`config.mk`:
```
export PLATFORM = sky130hd
export DESIGN_NAME = pong_input_cond
export DESIGN_NICKNAME = d
export VERILOG_FILES = /design/src/rtl/pong_pkg.sv /design/src/rtl/pong_debounce_filter.sv /design/src/rtl/pong_input_cond.sv
export SDC_FILE = /design/constraint.sdc
export NUM_CORES = 1
export LEC_CHECK = 0
export ABC_CLOCK_PERIOD_IN_PS = 3500
export CAP_MARGIN = 0
export CORE_AREA = 5 5 133 97
export DETAILED_ROUTE_END_ITERATION = 8
export DIE_AREA = 0 0 138 102
export GPL_TIMING_DRIVEN = 0
export MAX_ROUTING_LAYER = met4
export PLACE_DENSITY = 0.72
export SYNTH_ARGS = -nofsm -noshare
export SYNTH_HDL_FRONTEND = slang
export SYNTH_HIERARCHICAL = 1
export SYNTH_SLANG_ARGS = --single-unit
```
`constraint.sdc`:
```
create_clock -name clk_i -period 3.5 [get_ports clk_i]
set_clock_uncertainty 0.1 [all_clocks]
set_input_delay 0.525 -clock clk_i [delete_from_list [all_inputs] [get_ports clk_i]]
set_output_delay 0.525 -clock clk_i [all_outputs]
set_load 0.05 [all_outputs]
```
`src/rtl/pong_pkg.sv`:
```
// Shared definitions for the Pong input-conditioning stage: channel map,
// debounce filter state encoding and default debounce length.
`default_nettype none

package pong_pkg;

  localparam int CH_START = 0;
  localparam int CH_UP_P1 = 1;
  localparam int CH_DN_P1 = 2;
  localparam int CH_UP_P2 = 3;
  localparam int CH_DN_P2 = 4;
  localparam int NUM_CH   = 5;

  // 10 ms at a 25 MHz pixel clock
  localparam int unsigned DEFAULT_DEBOUNCE_CYCLES = 250000;

  typedef enum logic {
    DEB_STABLE  = 1'b0,
    DEB_PENDING = 1'b1
  } deb_state_e;

endpackage

`default_nettype wire

```
`src/rtl/pong_debounce_filter.sv`:
```
// One input channel: multi-stage synchronizer followed by a counter filter
// that flips the stable value after DEBOUNCE_CYCLES consecutive differing samples.
`default_nettype none

module pong_debounce_filter
  import pong_pkg::*;
#(
  parameter int unsigned SYNC_STAGES     = 2,
  parameter int unsigned DEBOUNCE_CYCLES = DEFAULT_DEBOUNCE_CYCLES
) (
  input  logic clk,
  input  logic rst,
  input  logic din,
  output logic stable
);

  localparam int CW = (DEBOUNCE_CYCLES > 1) ? $clog2(DEBOUNCE_CYCLES) : 1;
  localparam logic [CW-1:0] LAST = CW'(DEBOUNCE_CYCLES - 1);

  logic [SYNC_STAGES-1:0] sync_q;
  logic                   sync;
  deb_state_e             state, state_next;
  logic [CW-1:0]          cnt, cnt_next;
  logic                   stable_next;

  always_ff @(posedge clk) begin
    if (rst) begin
      sync_q <= '0;
    end else begin
      sync_q <= {sync_q[SYNC_STAGES-2:0], din};
    end
  end

  assign sync = sync_q[SYNC_STAGES-1];

  always_ff @(posedge clk) begin
    if (rst) begin
      state  <= DEB_STABLE;
      cnt    <= '0;
      stable <= 1'b0;
    end else begin
      state  <= state_next;
      cnt    <= cnt_next;
      stable <= stable_next;
    end
  end

  // The counter tops out at DEBOUNCE_CYCLES-1, so it can never wrap.
  always_comb begin
    state_next  = state;
    cnt_next    = cnt;
    stable_next = stable;
    case (state)
      DEB_STABLE: begin
        if (sync != stable) begin
          state_next = DEB_PENDING;
          cnt_next   = CW'(1);
        end else begin
          cnt_next = '0;
        end
      end
      DEB_PENDING: begin
        if (sync == stable) begin
          state_next = DEB_STABLE;
          cnt_next   = '0;
        end else if (cnt == LAST) begin
          state_next  = DEB_STABLE;
          cnt_next    = '0;
          stable_next = ~stable;
        end else begin
          cnt_next = cnt + 1'b1;
        end
      end
      default: begin
        state_next = DEB_STABLE;
        cnt_next   = '0;
      end
    endcase
  end

endmodule

`default_nettype wire

```
`src/rtl/pong_input_cond.sv`:
```
// Pong input conditioning: debounces the five board buttons, gates conflicting
// paddle directions and turns the start button into a single-cycle pulse.
`default_nettype none

module pong_input_cond
  import pong_pkg::*;
#(
  parameter int unsigned DEBOUNCE_CYCLES = DEFAULT_DEBOUNCE_CYCLES,
  parameter int unsigned SYNC_STAGES     = 2,
  parameter bit          ACTIVE_LOW      = 1'b0
) (
  input  logic clk_i,
  input  logic rst_i,
  input  logic Game_Start_raw_i,
  input  logic Paddle_Up_P1_raw_i,
  input  logic Paddle_Down_P1_raw_i,
  input  logic Paddle_Up_P2_raw_i,
  input  logic Paddle_Down_P2_raw_i,
  output logic Game_Start_o,
  output logic Paddle_Up_P1_o,
  output logic Paddle_Down_P1_o,
  output logic Paddle_Up_P2_o,
  output logic Paddle_Down_P2_o
);

  logic [NUM_CH-1:0] raw;
  logic [NUM_CH-1:0] cond;
  logic [NUM_CH-1:0] stable;
  logic              start_d;
  logic              up_p1, dn_p1, up_p2, dn_p2;

  assign raw[CH_START] = Game_Start_raw_i;
  assign raw[CH_UP_P1] = Paddle_Up_P1_raw_i;
  assign raw[CH_DN_P1] = Paddle_Down_P1_raw_i;
  assign raw[CH_UP_P2] = Paddle_Up_P2_raw_i;
  assign raw[CH_DN_P2] = Paddle_Down_P2_raw_i;

  assign cond = ACTIVE_LOW ? ~raw : raw;

  generate
    for (genvar ch = 0; ch < NUM_CH; ch++) begin : g_ch
      pong_debounce_filter #(
        .SYNC_STAGES    (SYNC_STAGES),
        .DEBOUNCE_CYCLES(DEBOUNCE_CYCLES)
      ) u_filter (
        .clk   (clk_i),
        .rst   (rst_i),
        .din   (cond[ch]),
        .stable(stable[ch])
      );
    end
  endgenerate

  // Both directions held on one paddle cancel to no motion.
  assign up_p1 = stable[CH_UP_P1] & ~stable[CH_DN_P1];
  assign dn_p1 = stable[CH_DN_P1] & ~stable[CH_UP_P1];
  assign up_p2 = stable[CH_UP_P2] & ~stable[CH_DN_P2];
  assign dn_p2 = stable[CH_DN_P2] & ~stable[CH_UP_P2];

  always_ff @(posedge clk_i) begin
    if (rst_i) begin
      start_d          <= 1'b0;
      Game_Start_o     <= 1'b0;
      Paddle_Up_P1_o   <= 1'b0;
      Paddle_Down_P1_o <= 1'b0;
      Paddle_Up_P2_o   <= 1'b0;
      Paddle_Down_P2_o <= 1'b0;
    end else begin
      start_d          <= stable[CH_START];
      Game_Start_o     <= stable[CH_START] & ~start_d;
      Paddle_Up_P1_o   <= up_p1;
      Paddle_Down_P1_o <= dn_p1;
      Paddle_Up_P2_o   <= up_p2;
      Paddle_Down_P2_o <= dn_p2;
    end
  end

endmodule

`default_nettype wire
```
==> results of run 1 <==
## per-layer routing
metal / wire (µm) / GRT usage [%] / up-vias / share of wire (%)
li1: - / - / 2041 / -
met1: 4880 / 19.1 / 1905 / 49
met2: 4560 / 23.4 / 82 / 46
met3: 389 / 4.40 / 15 / 3.9
met4: 159 / 6.99 / 0 / 1.6
met5: 0 / - / - / 0
## path summary, 6_finish.rpt
path	endpoint	slack, ns	depth (start not counted)
hold reg to reg	Game_Start_o	0.29	1
setup reg to reg	g_ch[4].u_filter/cnt[6]	1.26	5
setup / recovery	g_ch[1].u_filter/cnt[7]	1.05	5
hold / removal	Game_Start_o	0.29	1
## sequential cells by signal (all words and copies together), names as in the netlist
name,count
g_ch.u_filter/sync_q,10
Paddle_Down_P1_o,1
g_ch.u_filter/stable,5
Game_Start_o,1
Paddle_Up_P2_o,1
Paddle_Down_P2_o,1
start_d,1
g_ch.u_filter/state,5
g_ch.u_filter/cnt,90
Paddle_Up_P1_o,1
## cell type report
cell class              count  area share, %
plain buffers              10          0.738
clock buffers              22           7.83
clock inverters            10           2.19
inverters                  20           1.27
multi-input cells         406           43.7
flip-flops and latches    116           39.1
well taps                 157           3.31
repair buffers             11           1.86
## Yosys cell counts (10+ instances only)
| library cell | n | area, µm² |
|---|---|---|
| nor2_1 | 75 | 282 |
| inv_1 | 20 | 75.1 |
| nor2b_1 | 16 | 100 |
| a21oi_1 | 20 | 100 |
| xnor2_1 | 45 | 394 |
| or4_1 | 20 | 150 |
| nand3_1 | 25 | 125 |
| nor3b_1 | 10 | 75.1 |
| dfxtp_1 | 116 | 2320 |
| o31ai_1 | 15 | 113 |
| nand2_1 | 30 | 113 |
| nor4_1 | 15 | 93.8 |
| xor2_1 | 25 | 219 |
| nor3_1 | 30 | 150 |
| nand4_1 | 25 | 156 |
## placed cells by master, fill, tap and decap left out, types with 16 or more instances in the layout
cell type / count
dfxtp_1: 116
nor2_1: 75
xnor2_1: 45
nand2_1: 30
nor3_1: 30
nand3_1: 25
nand4_1: 25
xor2_1: 25
inv_1: 20
or4_1: 20
a21oi_1: 20
clkbuf_16: 17
nor2b_1: 16
## metrics by stage
step	instance area, µm²	utilization (%)
detailed placement	5340	46.5
finish	5930	51.7
floorplan	5030	-
global route	5930	51.7
CTS	5930	51.7
global placement	5340	46.5
## report_power, final
group	switching [mW]	internal [mW]
combinational	0.0142	0.0138
clock	0.569	1.15
sequential	0.00549	1.33
total	0.589	2.49
## worst max-delay path, stage by stage
cell and delay (ns):
clkdlybuf4s50_1 1.19, nor2b_1 0.15, o211ai_1 0.33, buf_2 0.34
nor2_1 0.08
## kinds of logic (layout without fill, tap and decap cells)
kind of cell    Yosys count  in the layout  synth area share (%)
fa+ha+maj                 5              5                  1.24
simple gates            281            281                  31.8
buf+inv                  30             73                  2.36
flops                   116            116                  46.2
compound gates           50             50                  6.22
xor+xnor                 70             70                  12.2
==> results.yml, run 1 <==
clocking:
  cts-root-buf: "clkbuf_16"
  postCtsHoldBufs: 0
  clkSlewWorstSetupHoldPaths_ns: 0.05
  cts_buffer_depth: 2
  cts.sinks: 116
  h-tree-depth: 4
  cts_resized: 0
  post_cts_buffers: 0
  cts_buffers: 17
  tritoncts: "built"
  clock_latency_ns: 0.40
timing:
  relSlewSlack_pct: 26.6
  maxClockFrequency_mhz: 408
  period_needed_ns: 2.45
  final_max_slew_viol_count: 0
  rsz0062_at_grt: "false"
  whs_ns: 0.292
  setup_viol: 0
  layout_worst_path_cycle_share_pct: 70.1
  worst_slew_pin_slew_ns: 1.10
  hold_viol_final: 0
  tns_ns: 0
  setup_ws_ns: 1.05
grt:
  grt_pass1_vias: 3833
  grt_use_total_pct: 15.3
  grt_pass1_wl_um: 17400
  grt_remaining_overflow: 0
  grt_max_degree: 32
  antenna_found_initial: 0
routing:
  firstDrtPassIters: 5
  initialDrtViolationCount: 306
  dr_total_vias: 4043
  wl_per_cell_um: 13.3
  drc: 0
  drt.antenna.violating_nets: 0
  avgViaCountPerCell: 5.38
  wl_um: 9990
floorplan:
  floorplan.initialDensity_pct: 43.8
  die_y_um: 102
  core_area_um2: 11500
  ioPinCount: 12
  dieArea_um2: 14100
  dieWidth_um: 138
  fp-row-count: 33
yosys:
  synthesis.area_um2: 5030
  synth_warnings: 6
  syn_inst: 552
  synthArstFlopShare_pct: 0
  ys_seq_elements: 116
  synth_area_per_cell_um2: 9.11
  synth_edf_count: 0
  yosys_most_used_dff: "dfxtp_1"
  ys_seq_area_share_pct: 46.2
  ys_types: 28
  synthesis.nets: 564
pwr:
  p_leak_nw: 1.75
  cellPowerDensity_nw_per_um2: 520
  peakVddDrop_mv: 0.344
  total_power_mw: 3.08
run_status:
  status: "completed"
finish:
  final_nets: 594
  fin_cells: 752
  regArea_um2: 2320
  multi_input_area_um2: 2590
  drive_gt1_share_pct: 8.24
  syn_to_final_growth_pct: 17.9
  antenna_cells: 0
  fill_cells: 1046
setup_path:
  crit_path_start: "rst_i"
  cp.arrival_ns: 2.64
  cp-end-kind: "flip-flop"
  worstSetupPathType: "in -> reg"
  cp_max_fo: 31
  startpoint_type: "primary input"
  critPathRequiredTime_ns: 3.68
  reg2reg_from: "g_ch[4].u_filter/cnt[4]"
placement:
  gp_congestion: 0.883
  dp_cells: 720
  port_buffers: 11
  pre_cts_ws_ns: 0.683
  place_hpwl_um: 6670
job:
  cap_violations: 0
worst_hold_path:
  hold_path_class: "reg -> reg"
  hold_path.startpoint: "start_d"
Note: power is estimated with default switching activity, not from simulation.
==> run 2, diff against run 1 <==
Settings changed: ABC_CLOCK_PERIOD_IN_PS 3500 to 2450.
Clock period 3.5 ns to 2.45 ns, I/O delays scaled along.
==> results of run 2 <==
The final DEF is identical to that of run 1. Status: completed.
Among the figures that moved: setup slack after placement 0.683 ns -> -0.209 ns; setup slack after layout 1.05 ns -> 0.155 ns; register-to-register setup slack 1.26 ns -> 0.21 ns; total power 3.08 mW -> 4.40 mW; worst IR drop on VDD 0.344 mV -> 0.491 mV
==> run 3, diff against run 2 <==
Settings changed: CORE_AREA 5 5 133 97 to 2 2 130 94, DIE_AREA 0 0 138 102 to 0 0 132 96.
==> run 3 against run 2 <==
- final cell count grew 0.27%
- global-route usage is 2.1 points higher
- sequential share of layout area is 0.24 points lower
- register-to-register slack about the same
- fmax up 2.9%
- utilization increased by 0.50 points
- count of clock-buffer cells in the layout is 4 lower
- clock power is 4% higher
- setup slack gained 0.064 ns
- critical endpoint is now g_ch[1].u_filter/cnt[10]
- largest cell class unchanged
==> results.yml, run 3 (synthesized netlist as in run 1, its figures left out) <==
run_status:
  status: "completed"
timing:
  final_max_slew_viol_count: 0
  period_needed_ns: 2.23
  setup_viol: 0
  rsz0062_at_grt: "false"
  relSlewSlack_pct: 28.7
  maxClockFrequency_mhz: 448
  layout_worst_path_cycle_share_pct: 91.1
  tns_ns: 0
  hold_viol_final: 0
  worst_slew_pin_slew_ns: 1.07
  whs_ns: 0.305
finish:
  reg.largest.list: "g_ch.u_filter/cnt: 90 flops, g_ch.u_filter/sync_q: 10 flops"
  largest_register: "g_ch.u_filter/cnt"
  drive_gt1_share_pct: 9.05
  mostFrequentLayoutCells: "dfxtp_1 (116), nor2_1 (75), xnor2_1 (45)"
  antenna_cells: 0
  largest_reg_flops: 90
  final_nets: 596
  postLayoutCellArea_um2: 5970
  syn_to_final_growth_pct: 18.6
  layout_commonest_cell: "dfxtp_1"
pwr:
  total_power_mw: 4.49
  cellPowerDensity_nw_per_um2: 752
  p_leak_nw: 1.77
  peakVddDrop_mv: 0.488
clocking:
  clkSlewWorstSetupHoldPaths_ns: 0.06
  clock_latency_ns: 0.41
  tritoncts: "built"
  cts_buffer_depth: 2
  cts.sinks: 116
  h-tree-depth: 4
  cts_buffers: 17
  cts-root-buf: "clkbuf_16"
routing:
  drt.antenna.violating_nets: 0
  dr_total_vias: 4052
  initialDrtViolationCount: 329
  avgViaCountPerCell: 5.37
  firstDrtPassIters: 4
  drc: 0
  wl_per_cell_um: 13.4
  wl_um: 10100
floorplan:
  ioPinCount: 12
  die_y_um: 96
  dieArea_um2: 12700
  floorplan.initialDensity_pct: 44.0
  dieWidth_um: 132
  fp-row-count: 33
  core_area_um2: 11400
setup_path:
  slowest_delay_ns: 0.53
  crit_slowest_cell: "o211ai_1"
  crit_chain: "ha_1 -> nand3_1 -> nand3b_1 -> o211ai_1 -> buf_2 -> nor2_1"
  cp.arrival_ns: 2.42
  startpoint_type: "flip-flop"
  cp_max_fo: 10
  worstSetupPathType: "reg -> reg"
  critPathRequiredTime_ns: 2.64
  cp-end-kind: "flip-flop"
job:
  cap_violations: 0
grt:
  grt_pass1_wl_um: 17200
  grtUsageMet3_pct: 4.90
  grt_max_degree: 32
  grtUsageMet2_pct: 27.5
  grt_remaining_overflow: 0
  grt_pass1_vias: 3795
  antenna_found_initial: 0
  busiest_layer: "met2"
  grt_use_met1_pct: 21.3
  grt_use_total_pct: 17.4
placement:
  port_buffers: 11
  place_hpwl_um: 6880
  dpl-instance-area_um2: 5340
  gp_congestion: 0.831
worst_hold_path:
  hold_path_class: "reg -> reg"
[run 3: cell count changes in the layout (fill, tap and decap cells not counted), sizes merged]
| cell | delta |
|---|---|
| buf | +2 |
| clkbuf | -4 |
| inv | +4 |
[run 3: report_power, final]
part | internal, mW | total, mW | switching, mW
Combinational | 0.0198 | 0.0396 | 0.0198
Clock | 1.64 | 2.54 | 0.904
Sequential | 1.90 | 1.91 | 0.00737
Total | 3.56 | 4.49 | 0.931
[run 3: routing by layer]
metal	vias to the layer above	part of all wire [%]
met4	0	1.1
met2	60	46
met1	1927	50
met3	13	2.9
met5	-	0
li1	2052	-
[run 3: area by class of cell]
class	count	area (µm²)
Fill cell	1048	5470
Multi-Input combinational cell	406	2590
Sequential cell	116	2320
Clock buffer	18	439
Tap cell	157	196
Clock inverter	14	176
Timing Repair Buffer	13	125
Inverter	20	75.1
Buffer	10	43.8
[run 3: worst paths after layout]
path	slack, ns	startpoint	end	cells after the start
hold / removal	0.31	start_d	Game_Start_o	1
setup / recovery	0.22	g_ch[1].u_filter/cnt[0]	g_ch[1].u_filter/cnt[10]	6
setup reg to reg	0.22	g_ch[1].u_filter/cnt[0]	g_ch[1].u_filter/cnt[10]	6
hold reg to reg	0.31	start_d	Game_Start_o	1
[run 3: worst max-delay path: cells and delay by family (launching register included)]
kind | cells | cell delay [ns]
flops | 1 | 0.38
simple gates | 3 | 0.48
buf+inv | 1 | 0.34
fa+ha+maj | 1 | 0.28
compound gates | 1 | 0.53
[run 3: repair_timing]
item,4_1_cts,5_1_grt
buffers inserted,0,2
hold buffers,0,0
setup endpoints to repair,0,10
resized for setup,0,0
[run 3: stage by stage]
step	std cells	util, %	setup slack, ns
after floorplan	552	-	0.568
after global placement	720	46.7	-0.124
after detailed placement	720	46.7	-0.177
after CTS	752	52.1	0.210
after global routing	754	52.2	0.0420
final	754	52.2	0.218
